<file path="config.mk">
export PLATFORM = sky130hd
export DESIGN_NAME = seq_divider_param
export DESIGN_NICKNAME = d
export VERILOG_FILES = /design/src/rtl/seq_divider_param.sv
export SDC_FILE = /design/constraint.sdc
export NUM_CORES = 1
export LEC_CHECK = 0
export CAP_MARGIN = 5
export CORE_AREA = 2 2 173 175
export CTS_CLUSTER_DIAMETER = 40
export CTS_CLUSTER_SIZE = 14
export DETAILED_ROUTE_END_ITERATION = 16
export DIE_AREA = 0 0 175 177
export PLACE_DENSITY = 0.63
export SLEW_MARGIN = 20
export SYNTH_ARGS = -nofsm -noshare
export SYNTH_HDL_FRONTEND = slang
export SYNTH_SLANG_ARGS = --single-unit
</file>
<file path="constraint.sdc">
create_clock -name clock -period 9.78 [get_ports clock]
set_input_delay 1.956 -clock clock [delete_from_list [all_inputs] [get_ports clock]]
set_output_delay 1.956 -clock clock [all_outputs]
set_load 0.005 [all_outputs]
</file>
<file path="src/rtl/seq_divider_param.sv">
// Parametrised sequential restoring divider, one quotient bit per clock, signed/unsigned.
// Optional macro SEQ_DIVIDER_EARLY_TERMINATION_EN skips the dividend's leading zeros.
module seq_divider_param #(
    parameter int WIDTH = 32
) (
    input  logic             clock,
    input  logic             reset,
    input  logic [WIDTH-1:0] leftOperand,
    input  logic [WIDTH-1:0] rightOperand,
    input  logic             isSigned,
    input  logic             activate,
    input  logic             cancel,
    output logic             busy,
    output logic             done,
    output logic [WIDTH-1:0] quotient,
    output logic [WIDTH-1:0] remainder,
    output logic             divisionByZero,
    output logic             overflow
);

    // state  | meaning
    // IDLE   | waiting for activate, results held
    // RUN    | one restoring step per edge
    // FINISH | sign-correct and publish results
    typedef enum logic [1:0] {IDLE, RUN, FINISH} state_t;

    localparam int CNT_W = $clog2(WIDTH + 1);
    localparam logic [WIDTH-1:0] MIN_VAL = {1'b1, {(WIDTH-1){1'b0}}};

    state_t             state, stateNext;
    logic [2*WIDTH-1:0] work, workNext;
    logic [WIDTH-1:0]   divisorMag, divisorMagNext;
    logic [WIDTH-1:0]   leftLatched, leftLatchedNext;
    logic               qSign, qSignNext, rSign, rSignNext;
    logic               ovfPending, ovfPendingNext;
    logic [CNT_W-1:0]   counter, counterNext;
    logic               busyNext, doneNext, divisionByZeroNext, overflowNext;
    logic [WIDTH-1:0]   quotientNext, remainderNext;

    logic [WIDTH-1:0]   leftMag, rightMag;
    logic [WIDTH:0]     trial;
    logic [2*WIDTH-1:0] loadWork;
    logic [CNT_W-1:0]   loadCount;

    // MIN maps to 2^(W-1) here, which the unsigned datapath handles directly.
    assign leftMag  = (isSigned && leftOperand[WIDTH-1])  ? -leftOperand  : leftOperand;
    assign rightMag = (isSigned && rightOperand[WIDTH-1]) ? -rightOperand : rightOperand;
    assign trial    = {1'b0, work[2*WIDTH-2:WIDTH-1]} - {1'b0, divisorMag};

`ifdef SEQ_DIVIDER_EARLY_TERMINATION_EN
    function automatic logic [CNT_W-1:0] countLz(input logic [WIDTH-1:0] value);
        logic [CNT_W-1:0] n;
        n = CNT_W'(WIDTH);
        for (int i = 0; i < WIDTH; i++) begin
            if (value[i]) n = CNT_W'(WIDTH - 1 - i);
        end
        return n;
    endfunction

    logic [CNT_W-1:0] leadZeros;
    assign leadZeros = countLz(leftMag);
    assign loadCount = CNT_W'(WIDTH) - leadZeros;
    assign loadWork  = {{WIDTH{1'b0}}, leftMag << leadZeros};
`else
    assign loadCount = CNT_W'(WIDTH);
    assign loadWork  = {{WIDTH{1'b0}}, leftMag};
`endif

    always_ff @(posedge clock or posedge reset) begin
        if (reset) begin
            state          <= IDLE;
            work           <= '0;
            divisorMag     <= '0;
            leftLatched    <= '0;
            qSign          <= 1'b0;
            rSign          <= 1'b0;
            ovfPending     <= 1'b0;
            counter        <= '0;
            busy           <= 1'b0;
            done           <= 1'b0;
            quotient       <= '0;
            remainder      <= '0;
            divisionByZero <= 1'b0;
            overflow       <= 1'b0;
        end else begin
            state          <= stateNext;
            work           <= workNext;
            divisorMag     <= divisorMagNext;
            leftLatched    <= leftLatchedNext;
            qSign          <= qSignNext;
            rSign          <= rSignNext;
            ovfPending     <= ovfPendingNext;
            counter        <= counterNext;
            busy           <= busyNext;
            done           <= doneNext;
            quotient       <= quotientNext;
            remainder      <= remainderNext;
            divisionByZero <= divisionByZeroNext;
            overflow       <= overflowNext;
        end
    end

    always_comb begin
        stateNext          = state;
        workNext           = work;
        divisorMagNext     = divisorMag;
        leftLatchedNext    = leftLatched;
        qSignNext          = qSign;
        rSignNext          = rSign;
        ovfPendingNext     = ovfPending;
        counterNext        = counter;
        busyNext           = busy;
        doneNext           = done;
        quotientNext       = quotient;
        remainderNext      = remainder;
        divisionByZeroNext = divisionByZero;
        overflowNext       = overflow;

        if (activate) begin
            qSignNext       = isSigned & (leftOperand[WIDTH-1] ^ rightOperand[WIDTH-1]);
            rSignNext       = isSigned & leftOperand[WIDTH-1];
            divisorMagNext  = rightMag;
            leftLatchedNext = leftOperand;
            ovfPendingNext  = isSigned && (leftOperand == MIN_VAL) && (rightOperand == '1);
            workNext        = loadWork;
            counterNext     = loadCount;
            busyNext        = 1'b1;
            doneNext        = 1'b0;
            stateNext       = (loadCount == '0) ? FINISH : RUN;
        end else if (cancel) begin
            stateNext = IDLE;
            busyNext  = 1'b0;
            doneNext  = 1'b0;
        end else begin
            case (state)
                RUN: begin
                    if (trial[WIDTH])
                        workNext = {work[2*WIDTH-2:0], 1'b0};
                    else
                        workNext = {trial[WIDTH-1:0], work[WIDTH-2:0], 1'b1};
                    counterNext = counter - CNT_W'(1);
                    if (counter <= CNT_W'(1)) stateNext = FINISH;
                end
                FINISH: begin
                    divisionByZeroNext = (divisorMag == '0);
                    overflowNext       = ovfPending;
                    if (divisorMag == '0) begin
                        quotientNext  = '1;
                        remainderNext = leftLatched;
                    end else begin
                        quotientNext  = qSign ? -work[WIDTH-1:0] : work[WIDTH-1:0];
                        remainderNext = rSign ? -work[2*WIDTH-1:WIDTH] : work[2*WIDTH-1:WIDTH];
                    end
                    busyNext  = 1'b0;
                    doneNext  = 1'b1;
                    stateNext = IDLE;
                end
                default: ;
            endcase
        end
    end

endmodule
</file>
==> Yosys cells after proc, flatten, opt, wreduce, memory -nomap -nowiden <==
Index checks and enable logic that the tools add are counted.
{ "word_totals": {"output_inout_bits": 68, "ff_bits": 207, "wordCells": 66, "input_bits": 69} }
{ "op_classes": {"n_bitwise": 5, "order_cmp": 1, "n_reduce_logical": 11, "add_sub_neg": 6, "muxes": 23, "eq_ne": 6} }
{ "op_table": {"columns": ["operator", "n"], "rows": [
  ["$mux W64", 4],
  ["$mux W32", 6],
  ["$neg A32 Y32", 4],
  ["$eq A32 B32 Y1 const B", 2],
  ["$sub A32 B32 Y33", 1],
  ["$logic_not A32 Y1", 1],
  ["$mux W6", 3],
  ["$le A6 B1 Y1 const B", 1],
  ["$mux W1", 6],
  ["$mux W2", 3],
  ["$sub A6 B1 Y6 const B", 1],
  ["$logic_and A1 B1 Y1", 4],
  ["$ne A4 B4 Y1 const B", 1],
  ["$pmux W2 S2", 1],
  ["$reduce_and A2 Y1", 2],
  ["$reduce_bool A4 Y1", 1],
  ["$reduce_and A3 Y1", 1],
  ["$reduce_bool A3 Y1", 1],
  ["$and A1 B1 Y1", 2],
  ["$eq A2 B1 Y1 const B", 1],
  ["$eq A2 B2 Y1 const B", 1],
  ["$ne A2 B2 Y1 const B", 1],
  ["$not A1 Y1", 2],
  ["$reduce_bool A2 Y1", 1],
  ["$xor A1 B1 Y1", 1]
]} }

==> Depth between registers and ports, before layout <==
{ "depth": {"word_depth": 5, "mapped_depth": 14, "depth_no_buf": 12} }

==> Worst setup path before layout <==
No wires, ideal clock.
{ "synth_path": {"path_kind": "input-to-reg", "start": "input port leftOperand[0]", "end": "register work[28]", "stages": 11, "setup_ns": 0.137, "required_time_ns": 9.643, "setup_slack_ns": 5.418, "n_path_buf": 0, "arrival_ns": 4.226, "path_cell_list": "inv_1 ha_1 or4b_2 or3_1 nor2b_1 nand3_1 nor2_1 nand2_1 o31ai_1 xor2_1 a21oi_1"} }
{ "synth_via": {"elab_chain_len": 3} }
{ "synth_lines": {"columns": ["item", "line", "source"], "rows": [
  ["start: declaration", "8", "input logic [WIDTH-1:0] leftOperand,"],
  ["$neg A32 Y32", "46", "assign leftMag = (isSigned && leftOperand[WIDTH-1]) ? -leftOperand : leftOperand;"],
  ["$mux W32", "46", null],
  ["$mux W64", "119", "if (activate) begin"],
  ["end signal: assignment", "87", "work <= workNext;"],
  ["end: declaration", "31", "logic [2*WIDTH-1:0] work, workNext;"]
]} }
No other way between the ends.
A chain may end at the register's enable or synchronous reset.

==> Worst setup path in the final report <==
Ends and elaborated chain as after synthesis.

==> flow_summary.ini <==
[status]
status = finished clean

[clocking]
clk_pin_slew_worst_paths_ns = 0.05
cts_hold_buf = 0
insertion_delay_ns = 0.57
clock_path_buffers = 3
post_cts.repair.setup_buffers = 0
root_buffer = clkbuf_16
cts_max_level = 1
cts_tree = done
clock_sinks = 207
numCtsBuffers = 31
post_cts_resized = 0

[finish]
drive_above_1_share_pct = 7.245
fin_nets = 1705
num_antenna_cells = 0
post-route-cell-area_sq_mm = 0.01557
area_growth_pct = 20.17
fillerInstances = 2753

[sta]
period_share_pct = 49.41
setup-violations-final = 0
fmax_mhz = 207.0
slew_violations = 0
grt_setup_unrepaired = no
clock_skew_ns = 0.01095
slew_headroom_pct = 27.27
final_hold_viol_count = 0
period_minus_slack_ns = 4.832
fin_tns_setup_ns = 0
fin_ws_ns = 4.948
tightest_slew_ns = 1.091

[pwr]
vdd_drop_max_mv = 0.1668
p_leak_uw = 0.006738
power_density_mw_per_mm2 = 196.4

[placement]
dp.final_hpwl_um = 27050
pre_cts_slack_ns = 4.465
io_buffers = 136
gp_congestion = 0.8890
placed_cell_area_sq_mm = 0.01458

[critical_path]
critPathRequiredTime_ns = 10.19
critPathCaptureType = flop
reg2reg_from = work[32]
cp-start-kind = input port
worst-setup-path-type = in2reg
cp_max_fo = 5
worstPathArrival_ns = 5.24
cp-startpoint = leftOperand[0]

[yosys]
synth_enable_flop_cells = 0
ys_warn_count = 0
synthDistinctLibCells = 62
syn_nets = 1608
async_reset_ff_share_pct = 100.0
syn_inst = 1496
syn_area_sq_mm = 0.01296
ys_ff_latch = 207
ys.flop_type = dfrtp_1
syn-mean-instance-area_sq_um = 8.664
synth-seq-area-share_pct = 39.97

[grt]
grt_pass1_wl_um = 58580
antenna_found_initial = 0
grt_overflow = 0
grt_max_degree = 136
grt_pass1_vias = 10910
grt_use_total_pct = 23.56

[die]
start_util_pct = 44.32
boundaryPins = 137
row_count = 63
dieArea_sq_mm = 0.03098
dieWidth_um = 175
core_area_sq_mm = 0.02924
die_height_um = 177

[drt]
drt_iter0_markers = 849
ant_nets = 0
vias = 11340
drtPass1Iterations = 6
vias_per_cell = 5.658
drc = 0
routed_wirelength_um = 36940
post_drt_wl_per_cell_um = 18.42

[worst_hold_path]
min_from = busy
hold_class = reg2reg

[run]
maxCapViolCount = 0
layout by cell type (no fill, tap or decap), types with 5 or more instances in the layout:
| cell type | count |
|---|---|
| dfrtp_1 | 207 |
| nand4_1 | 16 |
| clkbuf_16 | 31 |
| nand3_1 | 18 |
| nand2_1 | 177 |
| or3_1 | 14 |
| o41ai_1 | 13 |
| or2_2 | 7 |
| clkdlybuf4s50_1 | 135 |
| a31oi_1 | 38 |
| and3_1 | 19 |
| mux2i_1 | 32 |
| inv_1 | 62 |
| nand2b_1 | 14 |
| buf_4 | 8 |
| nor4_1 | 25 |
| nor2b_1 | 5 |
| nor2_1 | 109 |
| xnor2_1 | 85 |
| inv_6 | 5 |
| ha_1 | 42 |
| o211ai_1 | 6 |
| mux2_2 | 32 |
| nor3_1 | 21 |
| and2_1 | 9 |
| o22a_1 | 23 |
| o21ai_0 | 142 |
| o31ai_1 | 21 |
| a21oi_1 | 142 |
| a211oi_1 | 8 |
| a21o_1 | 11 |
| xor2_1 | 63 |
| or4_1 | 7 |
area by class of cell:
type	count	area, sq um	share of cell area, %
multi-input cells	1147	7261	46.62
clock inverters	18	152.6	0.9801
clock buffers	37	838.3	5.382
inverters	63	244.0	1.567
repair buffers	143	1411	9.062
well taps	390	488.0	3.133
flip-flops and latches	207	5180	33.26
state kept, by name (all words and copies together) (netlist names):
signal / flops
busy: 1
divisorMag: 32
leftLatched: 32
counter: 6
rSign: 1
qSign: 1
ovfPending: 1
state: 2
divisionByZero: 1
quotient: 32
work: 64
done: 1
overflow: 1
remainder: 32
logic make-up after synthesis:
logic type / share of synthesized area (%)
multiplexers: 5.252
buffers and inverters: 4.170
AO/OA/AOI/OAI: 19.92
AND/OR/NAND/NOR: 16.49
XOR/XNOR: 10.00
flip-flops: 39.97
adder cells (fa/ha/maj): 4.209
synthesized netlist by cell type (8+ instances only):
| cell | instances | share of area [%] |
|---|---|---|
| ha_1 | 42 | 4.1 |
| nor4_1 | 25 | 1.2 |
| xor2_1 | 63 | 4.3 |
| and2_1 | 8 | 0.39 |
| nor2_1 | 110 | 3.2 |
| nand2b_1 | 15 | 0.72 |
| inv_1 | 63 | 1.8 |
| and3_1 | 19 | 0.92 |
| nand4_1 | 16 | 0.77 |
| a211oi_1 | 8 | 0.46 |
| o21ai_0 | 142 | 5.5 |
| nand2_1 | 178 | 5.2 |
| dfrtp_1 | 207 | 40 |
| a21o_1 | 11 | 0.64 |
| a31oi_1 | 38 | 1.8 |
| xnor2_1 | 85 | 5.7 |
| clkbuf_1 | 71 | 2.1 |
| o31ai_1 | 21 | 1.2 |
| nand3_1 | 18 | 0.70 |
| mux2i_1 | 32 | 2.5 |
| o22a_1 | 23 | 1.6 |
| nor3_1 | 21 | 0.81 |
| o41ai_1 | 13 | 0.88 |
| or3_1 | 14 | 0.68 |
| mux2_2 | 32 | 2.8 |
| a21oi_1 | 142 | 5.5 |
path summary, 6_finish.rpt:
| check | endpoint | slack [ns] | cells past startpoint |
|---|---|---|---|
| max | work[28] | 4.95 | 12 |
| min | busy | 0.48 | 2 |
| max in group asynchronous | leftLatched[2] | 6.34 | 3 |
| max reg2reg | work[58] | 5.51 | 11 |
| min reg2reg | busy | 0.48 | 2 |
| min in group asynchronous | busy | 1.94 | 2 |
metrics by stage:
stage / hold slack [ns] / power [uW] / cells / utilization, %
finish: 0.4787 / 3058 / 2005 / 53.26
global route: 0.5144 / 3228 / 2005 / 53.26
CTS: 0.4818 / 3079 / 2005 / 53.26
detailed placement: 0.4698 / 2020 / 1950 / 49.87
global placement: 0.4633 / 2004 / 1950 / 49.87
floorplan: 0.4406 / 1649 / 1496 / -
power breakdown:
group	switching, uW	total [uW]	leakage, uW	internal, uW
sequential	150	1150	0.00259	1000
clock	431	1050	0.000484	620
combinational	426	858	0.00367	432
total	1010	3060	0.00674	2050
critical path: stages:
cell,delay [ns]
clkdlybuf4s50_1,0.53
inv_1,0.13
ha_1,0.20
or4b_2,0.60
or3_1,0.34
nor2b_1,0.30
nand3_1,0.20
nor2_1,0.27
nand2_1,0.17
o31ai_1,0.27
xor2_1,0.18
a21oi_1,0.08
metal layers:
| metal | vias to the layer above | track usage [%] | part of all wire [%] |
|---|---|---|---|
| met5 | - | 0 | 0 |
| li1 | 5515 | - | - |
| met1 | 5467 | 32.39 | 46 |
| met3 | 45 | 2.921 | 5.1 |
| met2 | 317 | 40.04 | 47 |
| met4 | 0 | 5.000 | 1.8 |
Note: power is estimated with default switching activity, not from simulation.
